### src/rtl/imem_access_ctrl.sv
// Instruction memory port controller.
// Gives the program loader the single memory port until the image is
// complete (LOAD). After that (RUN), CPU fetches have priority, and the
// starvation counter bounds how long a pending loader write can wait.
//
// state  | meaning
// -------+------------------------------------------------------------
// S_LOAD | loader owns the port, CPU held, fetches ignored
// S_RUN  | fetches have priority, loader forced through after starvation
module imem_access_ctrl #(
    parameter int ADDR_W       = 10,
    parameter int DATA_W       = 32,
    parameter int STARVE_LIMIT = 4
) (
    input  logic              clock,
    input  logic              reset,
    input  logic              fetch_req,
    input  logic [ADDR_W-1:0] fetch_addr,
    output logic              fetch_valid,
    output logic [DATA_W-1:0] fetch_data,
    output logic              cpu_hold,
    input  logic              ld_req,
    input  logic [ADDR_W-1:0] ld_addr,
    input  logic [DATA_W-1:0] ld_data,
    input  logic              ld_done,
    output logic              ld_ack,
    output logic [ADDR_W:0]   ld_count,
    output logic [ADDR_W-1:0] mem_addr,
    output logic [DATA_W-1:0] mem_wdata,
    output logic              mem_we,
    input  logic [DATA_W-1:0] mem_rdata
);

    typedef enum logic {S_LOAD, S_RUN} state_t;

    // STARVE_LIMIT is at most 15, so a 4-bit counter always suffices
    localparam int              SW        = 4;
    localparam logic [SW-1:0]   LIMIT     = SW'(STARVE_LIMIT);
    localparam logic [ADDR_W:0] COUNT_MAX = {1'b1, {ADDR_W{1'b0}}};

    state_t        state;
    logic [SW-1:0] starve;
    logic          ld_grant;
    logic          fetch_grant;

    // Port arbitration for the current cycle
    always_comb begin
        ld_grant    = 1'b0;
        fetch_grant = 1'b0;
        if (state == S_LOAD) begin
            ld_grant = ld_req;
        end else begin
            ld_grant    = ld_req && (!fetch_req || (starve == LIMIT));
            fetch_grant = fetch_req && !ld_grant;
        end
    end

    // Memory port drive; a write in a reset cycle is dropped and not acked
    always_comb begin
        mem_we    = ld_grant && !reset;
        ld_ack    = ld_grant && !reset;
        mem_wdata = ld_data;
        if (ld_grant) begin
            mem_addr = ld_addr;
        end else if (state == S_RUN) begin
            mem_addr = fetch_addr;
        end else begin
            mem_addr = '0;
        end
    end

    // State machine with registered fetch response, write count and starve counter
    always_ff @(posedge clock) begin
        if (reset) begin
            state       <= S_LOAD;
            cpu_hold    <= 1'b1;
            fetch_valid <= 1'b0;
            fetch_data  <= '0;
            ld_count    <= '0;
            starve      <= '0;
        end else begin
            fetch_valid <= fetch_grant;
            if (fetch_grant) begin
                fetch_data <= mem_rdata;
            end
            if (ld_grant && (ld_count != COUNT_MAX)) begin
                ld_count <= ld_count + 1'b1;
            end
            if (state == S_LOAD) begin
                starve <= '0;
                if (ld_done) begin
                    state    <= S_RUN;
                    cpu_hold <= 1'b0;
                end
            end else begin
                cpu_hold <= 1'b0;
                if (ld_req && !ld_grant) begin
                    if (starve != LIMIT) begin
                        starve <= starve + 1'b1;
                    end
                end else begin
                    starve <= '0;
                end
            end
        end
    end

endmodule

### config.mk
export PLATFORM = sky130hd
export DESIGN_NAME = imem_access_ctrl
export DESIGN_NICKNAME = d
export VERILOG_FILES = /design/src/rtl/imem_access_ctrl.sv
export SDC_FILE = /design/constraint.sdc
export NUM_CORES = 1
export LEC_CHECK = 0
export ABC_AREA = 1
export BUFFER_PORTS_ARGS = -buffer_cell sky130_fd_sc_hd__buf_2
export CAP_MARGIN = 20
export CORE_AREA = 2 2 87 81
export DETAILED_ROUTE_END_ITERATION = 7
export DIE_AREA = 0 0 89 83
export GPL_TIMING_DRIVEN = 0
export MAX_ROUTING_LAYER = met4
export PLACE_DENSITY = 0.89
export SLEW_MARGIN = 15
export SYNTH_ARGS = -nofsm -noshare
export SYNTH_HDL_FRONTEND = slang
export SYNTH_SLANG_ARGS = --single-unit
### constraint.sdc
create_clock -name clock -period 2.9 [get_ports clock]
set_input_delay 0.725 -clock clock [delete_from_list [all_inputs] [get_ports clock]]
set_output_delay 0.725 -clock clock [all_outputs]
set_load 0.01 [all_outputs]
==> out/results.txt, run 1 <==
power per cell area: 421 mW/mm^2
fin nets: 603
Residual DRC: 0
synthesized flop and latch total: 50
Crit Path Class: flip-flop to output port
CTS Buf Count: 5
Final Cell Area: 0.00345 sq mm
cts hold-fix bufs: 0
initial core utilization: 39.1%
slowest stage delay, CP: 0.40 ns
drt pass-1 iters: 4
RSZ-0062 raised after global routing: false
vias: 2735
crit share post-route: 93.1%
# fillers: 646
Critical Path AT: 1.97 ns
Final Critical Period: 2.70 ns
startpoint types: flip-flop
syn avg cell area: 7.05 sq um
share of cells above drive strength 1: 41.1%
Area growth, synth to finish: 36.8%
critical path buffer and inverter count: 4
Clock Skews: 0.0110 ns
Routed WL per cell: 11.3 um
dpl cell area: 0.00336 sq mm
Root Buffer: clkbuf_8
Post-DRT Antenna Nets: 0
initial antenna violation count: 0
hpwl dp: 5400 um
Post-Syn Nets: 451
Clock Latency Late Sink: 0.30 ns
final count of hold timing violations: 0
chip width: 89 um
CP required: 2.17 ns
Crit. End Element: output port
Worst Path Max Fanout: 10
Setup TNS: 0 ns
CTS resizes: 0
final setup violation count: 0
htree depth: 2
top-area cell type share of the netlist area: 39.7%
Max-slew headroom: 59.2%
Multi-input gate area: 0.00111 sq mm
Hold Path Origin: cpu_hold$_SDFFE_PP1P_
number of global-route vias before repair: 2487
FF+latch area: 0.00100 sq mm
global-route wire length before repair: 10600 um
area of the mapped netlist: 0.00252 sq mm
Max Clk Rate: 370 MHz
die extent in y: 83 um
Placer Congestion: 0.884
Clock transition at path regs: 0.10 ns
worst reg2reg setup slack: 1.31 ns
Slew @ Worst Pin: 0.612 ns
num rows: 28
number of diodes: 0
leading cell type in the layout, fill and taps excluded: buf_2
# IOs: 178
Mapped Cells: 358
final WL: 6800 um
Reg2Reg Launch Point: ld_count[0]$_SDFFE_PP0P_
Max Cap Violations: 0
status: completed
most frequent cells in the layout: buf_2 (153), nor2_1 (89), nand2_1 (66)
total global routing overflow: 0
WHS Endpoint: cpu_hold$_SDFFE_PP1P_
Tot GR Track Use: 18.0%
Post-CTS Setup Bufs: 0
Iter 0 DRT Violations: 121
worst reg2reg path depth: 8
Slew Viols, Final: 0
largest net degree at the start of global routing: 17
Static Leak: 0.00179 uW
sequential share of the synthesized area: 39.7%
Hold WS: 0.451 ns
most used cell, CP: buf_2
Ys Warns: 0
Slowest-stage cell, CP: dfxtp_1
CTS Sinks: 50
TritonCTS clock tree: yes
Die ar.: 0.00739 sq mm
IO Port Bufs: 145
Hold Path Depth: 2
top post-synthesis cells by area: dfxtp_1 (40%), nor2_1 (13%), buf_4 (10%), nand2_1 (9.8%), o21ai_0 (6.7%)
crit-path leading delay family: buffers and inverters
critical path, cell by cell: inv_1 -> ha_1 -> nand2_2 -> nor2_4 -> o21ai_2 -> buf_2 -> nor2_1 -> buf_4 -> buf_2
VDD IR-drop max: 0.230 mV
RR Endpoint: ld_count[8]$_SDFFE_PP0P_
DR vias/cell: 4.55
worst hold-check path type: flip-flop to flip-flop
post-synthesis cell type count: 27
clock buffer depth: 2
cell taking the most area after synthesis: dfxtp_1
CORE AREA: 0.00645 sq mm
-- kinds of logic (layout without fill, tap and decap cells) --
family                   after synthesis  in the layout  share of synthesized area [%]
buffers and inverters                 67            220                           16.3
AO/OA/AOI/OAI                         48             48                           10.5
AND/OR/NAND/NOR                      184            184                           29.8
XOR/XNOR                               5              5                           1.74
adder cells (fa/ha/maj)                4              4                           1.98
flip-flops                            50             50                           39.7
-- flip-flops by register name, indices dropped and copies added (netlist names) --
name and count:
cpu_hold 1, starve 4, ld_count 11, fetch_data 32, fetch_valid 1, state 1
-- worst max path at each step --
stage               cells after the start  slack, ns              startpoint  endpoint
floorplan                               5       0.73               fetch_req    mem_we
global placement                        5       0.40                   reset    mem_we
detailed placement                      5       0.37                   reset    mem_we
CTS                                     9       0.15  starve[0]$_SDFFE_PP0N_    mem_we
global route                            9       0.03  starve[0]$_SDFFE_PP0N_    mem_we
finish                                  9       0.20  starve[0]$_SDFFE_PP0N_    mem_we
-- cell usage after synthesis, drive strengths merged --
cell	n
a21oi	10
xnor2	1
inv	16
o21ai	37
clkbuf	2
nand3	19
nand4	4
clkinv	1
dfxtp	50
nor2	91
ha	4
buf	48
a21boi	1
nand2	69
xor2	4
nand3b	1
-- where the power goes --
group	switching, uW	internal, uW
clock	242	170
sequential	21.1	721
combinational	154	144
-- tightest hold or removal path, delay by kind of cell (launching register included) --
kind	cells	cell delay, ns
DFF	1	0.32
and+or+nand+nor	2	0.10
-- stage by stage --
stage | power (uW) | instances | utilization [%] | setup slack, ns
floorplan | 927 | 358 | - | 0.730
global placement | 1050 | 593 | 52.1 | 0.403
finish | 1450 | 601 | 53.5 | 0.200
detailed placement | 1060 | 593 | 52.1 | 0.369
CTS | 1470 | 601 | 53.5 | 0.154
global route | 1530 | 601 | 53.5 | 0.0318
-- metal layers --
metal  wire length [um]  share of wire, %  track usage [%]  vias to the layer above
met2               3370                50             33.3                      131
met5                  0                 0                -                        -
met4                 69               1.0             4.88                        0
met3                601               8.8             3.18                        5
met1               2760                41             19.2                     1204
li1                   -                 -                -                     1395
-- final cells by class --
| type | instances | share of cell area [%] |
|---|---|---|
| multi-input combinational | 241 | 32.2 |
| sequential | 50 | 29.0 |
| timing repair buffer | 145 | 21.0 |
| buffer | 50 | 10.1 |
| tap | 90 | 3.26 |
| clock buffer | 5 | 1.99 |
| inverter | 17 | 1.85 |
| clock inverter | 3 | 0.616 |
Power figures use the tool's default switching activity.
==> run 2, diff against run 1 <==
Settings changed: CORE_AREA 2 2 87 81 to 5 5 90 84, DIE_AREA 0 0 89 83 to 0 0 95 89, SETUP_SLACK_MARGIN set to 0.4.
==> out/results.txt, run 2 (synthesis gave the netlist of run 1 again) <==
Critical Path AT: 1.67 ns (-0.30 ns)
CP required: 2.17 ns (about the same)
CTS Buf Count: 5 (unchanged)
largest net degree at the start of global routing: 16 (-1)
Most Used Layer, Global Route: met2
Setup TNS: 0 ns (unchanged)
Switch Pwr: 409 uW (-1.9%)
fraction of power consumed by the clock network: 28.8% (+0.4 points)
Clock transition at path regs: 0.09 ns (about the same)
num rows: 28 (unchanged)
final WL: 7180 um (+5.6%)
cts hold-fix bufs: 0 (unchanged)
worst hold-check path type: flip-flop to flip-flop
number of global-route vias before repair: 2427 (-2.4%)
FF+latch area: 0.00100 sq mm (+0.12%)
M1 GR Usage: 17.2% (-2.0 points)
placed insts: 593 (unchanged)
crit-path leading delay family: buffers and inverters
Slew Viols, Final: 0 (unchanged)
drt pass-1 iters: 4 (unchanged)
Tot GR Track Use: 15.9% (-2.1 points)
Biggest register: fetch_data
total global routing overflow: 0 (unchanged)
internal power: 1060 uW (+2.9%)
Slew @ Worst Pin: 0.405 ns (-0.207 ns)
non-filler cells, final: 604 (+0.50%)
CORE AREA: 0.00645 sq mm (unchanged)
Iter 0 DRT Violations: 81 (-33%)
Max-slew headroom: 73.0% (+14 points)
global-route wire length before repair: 10600 um (+0.26%)
Placer Congestion: 0.849 (-3.9%)
Crit. End Element: output port
Post-DRT Antenna Nets: 0 (unchanged)
GR Util met3: 3.28% (+0.10 points)
Final Cell Area: 0.00352 sq mm (+2.1%)
CTS Sinks: 50 (unchanged)
Routed WL per cell: 11.9 um (+5.1%)
startpoint types: flip-flop
critical path buffer and inverter count: 4 (unchanged)
met2 usage: 29.5% (-3.8 points)
critical path, cell by cell: inv_2 -> ha_4 -> nand2_2 -> nor2_4 -> o21ai_4 -> buf_6 -> nor2_1 -> buf_4 -> buf_2
Final Util: 54.7% (+1.1 points)
final setup violation count: 0 (unchanged)
VDD IR-drop max: 0.237 mV (+3.4%)
top flop regs: fetch_data: 32 flops, ld_count: 11 flops, starve: 4 flops
final count of hold timing violations: 0 (unchanged)
die extent in y: 89 um (+7.2%)
TritonCTS clock tree: yes
chip width: 95 um (+6.7%)
power per cell area: 418 mW/mm^2 (-0.63%)
number of diodes: 0 (unchanged)
Area growth, synth to finish: 39.7%
Root Buffer: clkbuf_8
Residual DRC: 0 (unchanged)
Clock Skews: 0.00993 ns (-0.00105 ns)
DR vias/cell: 4.47 (-1.7%)
Slowest-stage cell, CP: dfxtp_1
hpwl dp: 5820 um (+7.8%)
Max Clk Rate: 418 MHz (+13%)
crit share post-route: 82.5% (-11 points)
Multi-input gate area: 0.00114 sq mm (+2.8%)
initial core utilization: 39.1% (unchanged)
Comb pwr share: 20.9% (+0.4 points)
dpl cell area: 0.00336 sq mm (unchanged)
Switching Share: 27.8% (-0.96 points)
register share of total power: 50.3% (-0.8 points)
leading cell type in the layout, fill and taps excluded: buf_2
Static Leak: 0.00182 uW (+1.8%)
vias: 2702 (-1.2%)
fin nets: 606 (+0.50%)
Die ar.: 0.00846 sq mm (+14%)
slowest stage delay, CP: 0.38 ns (-0.02 ns)
max FFs per register: 32 (unchanged)
RSZ-0062 raised after global routing: false
most frequent cells in the layout: buf_2 (152), nor2_1 (89), nand2_1 (66)
Max Cap Violations: 0 (unchanged)
Hold WS: 0.446 ns (-0.00500 ns)
initial antenna violation count: 0 (unchanged)
htree depth: 2 (unchanged)
# IOs: 178 (unchanged)
Clock Latency Late Sink: 0.30 ns (about the same)
clock buffer depth: 2 (unchanged)
share of cells above drive strength 1: 42.6% (+1.5 points)
Final Critical Period: 2.39 ns (-0.306 ns)
IO Port Bufs: 145 (unchanged)
Crit Path Class: flip-flop to output port
status: completed
Worst Path Max Fanout: 10 (unchanged)
# fillers: 624 (-3.4%)
run 2: cell count changes in the layout (fill, tap and decap cells not counted), sizes merged:
cell	delta
buf	+3
clkinv	-1
clkbuf	+1
run 2: worst reg2reg max path, cell delays in order, from the launching register on:
cell	delay, ns
dfxtp_1	0.48
ha_1	0.29
nand2_1	0.10
nor2_1	0.23
nand3_1	0.10
nand2_1	0.07
nand2_1	0.05
nand2_1	0.06
a21oi_1	0.05
run 2: layout make-up:
class	instances	share of cell area, %
Timing Repair Buffer	148	21.2
Sequential cell	50	28.4
Inverter	17	1.81
Tap cell	90	3.19
Multi-Input combinational cell	241	32.4
Buffer	50	10.3
Clock inverter	2	0.355
Clock buffer	6	2.34
run 2: worst paths after layout:
path                                   end  slack [ns]  cells past startpoint                startpoint
setup / recovery                    mem_we        0.51                      9    starve[1]$_SDFFE_PP0N_
hold / removal      starve[0]$_SDFFE_PP0N_        0.45                      1    starve[0]$_SDFFE_PP0N_
setup reg to reg  ld_count[8]$_SDFFE_PP0P_        1.36                      8  ld_count[0]$_SDFFE_PP0P_
hold reg to reg     starve[0]$_SDFFE_PP0N_        0.45                      1    starve[0]$_SDFFE_PP0N_
run 2: power groups by stage:
stage	combinational (uW)	clock (uW)	sequential, uW
floorplan	155	0	771
global placement	296	0	755
detailed placement	304	0	757
CTS	309	442	742
global route	344	465	747
finish	309	424	741
run 2: repair_timing:
action                     CTS  global route
pin swaps                    1             1
setup buffers                1             1
setup endpoints to repair   12            11
gates resized for setup      7             7
cloned                       0             1
run 2: routing by layer:
layer  up-vias  wire (um)
li1       1399          -
met1      1165       2750
met2       134       3650
met3         4        740
met4         0         37
met5         -          0
run 2: through the flow:
| step | worst slack (ns) | power, uW |
|---|---|---|
| 5_1_grt | 0.402 | 1560 |
| 3_3_place_gp | 0.363 | 1050 |
| 4_1_cts | 0.424 | 1490 |
| 6_report | 0.506 | 1470 |
| 3_5_place_dp | 0.339 | 1060 |
| 2_1_floorplan | 0.730 | 927 |
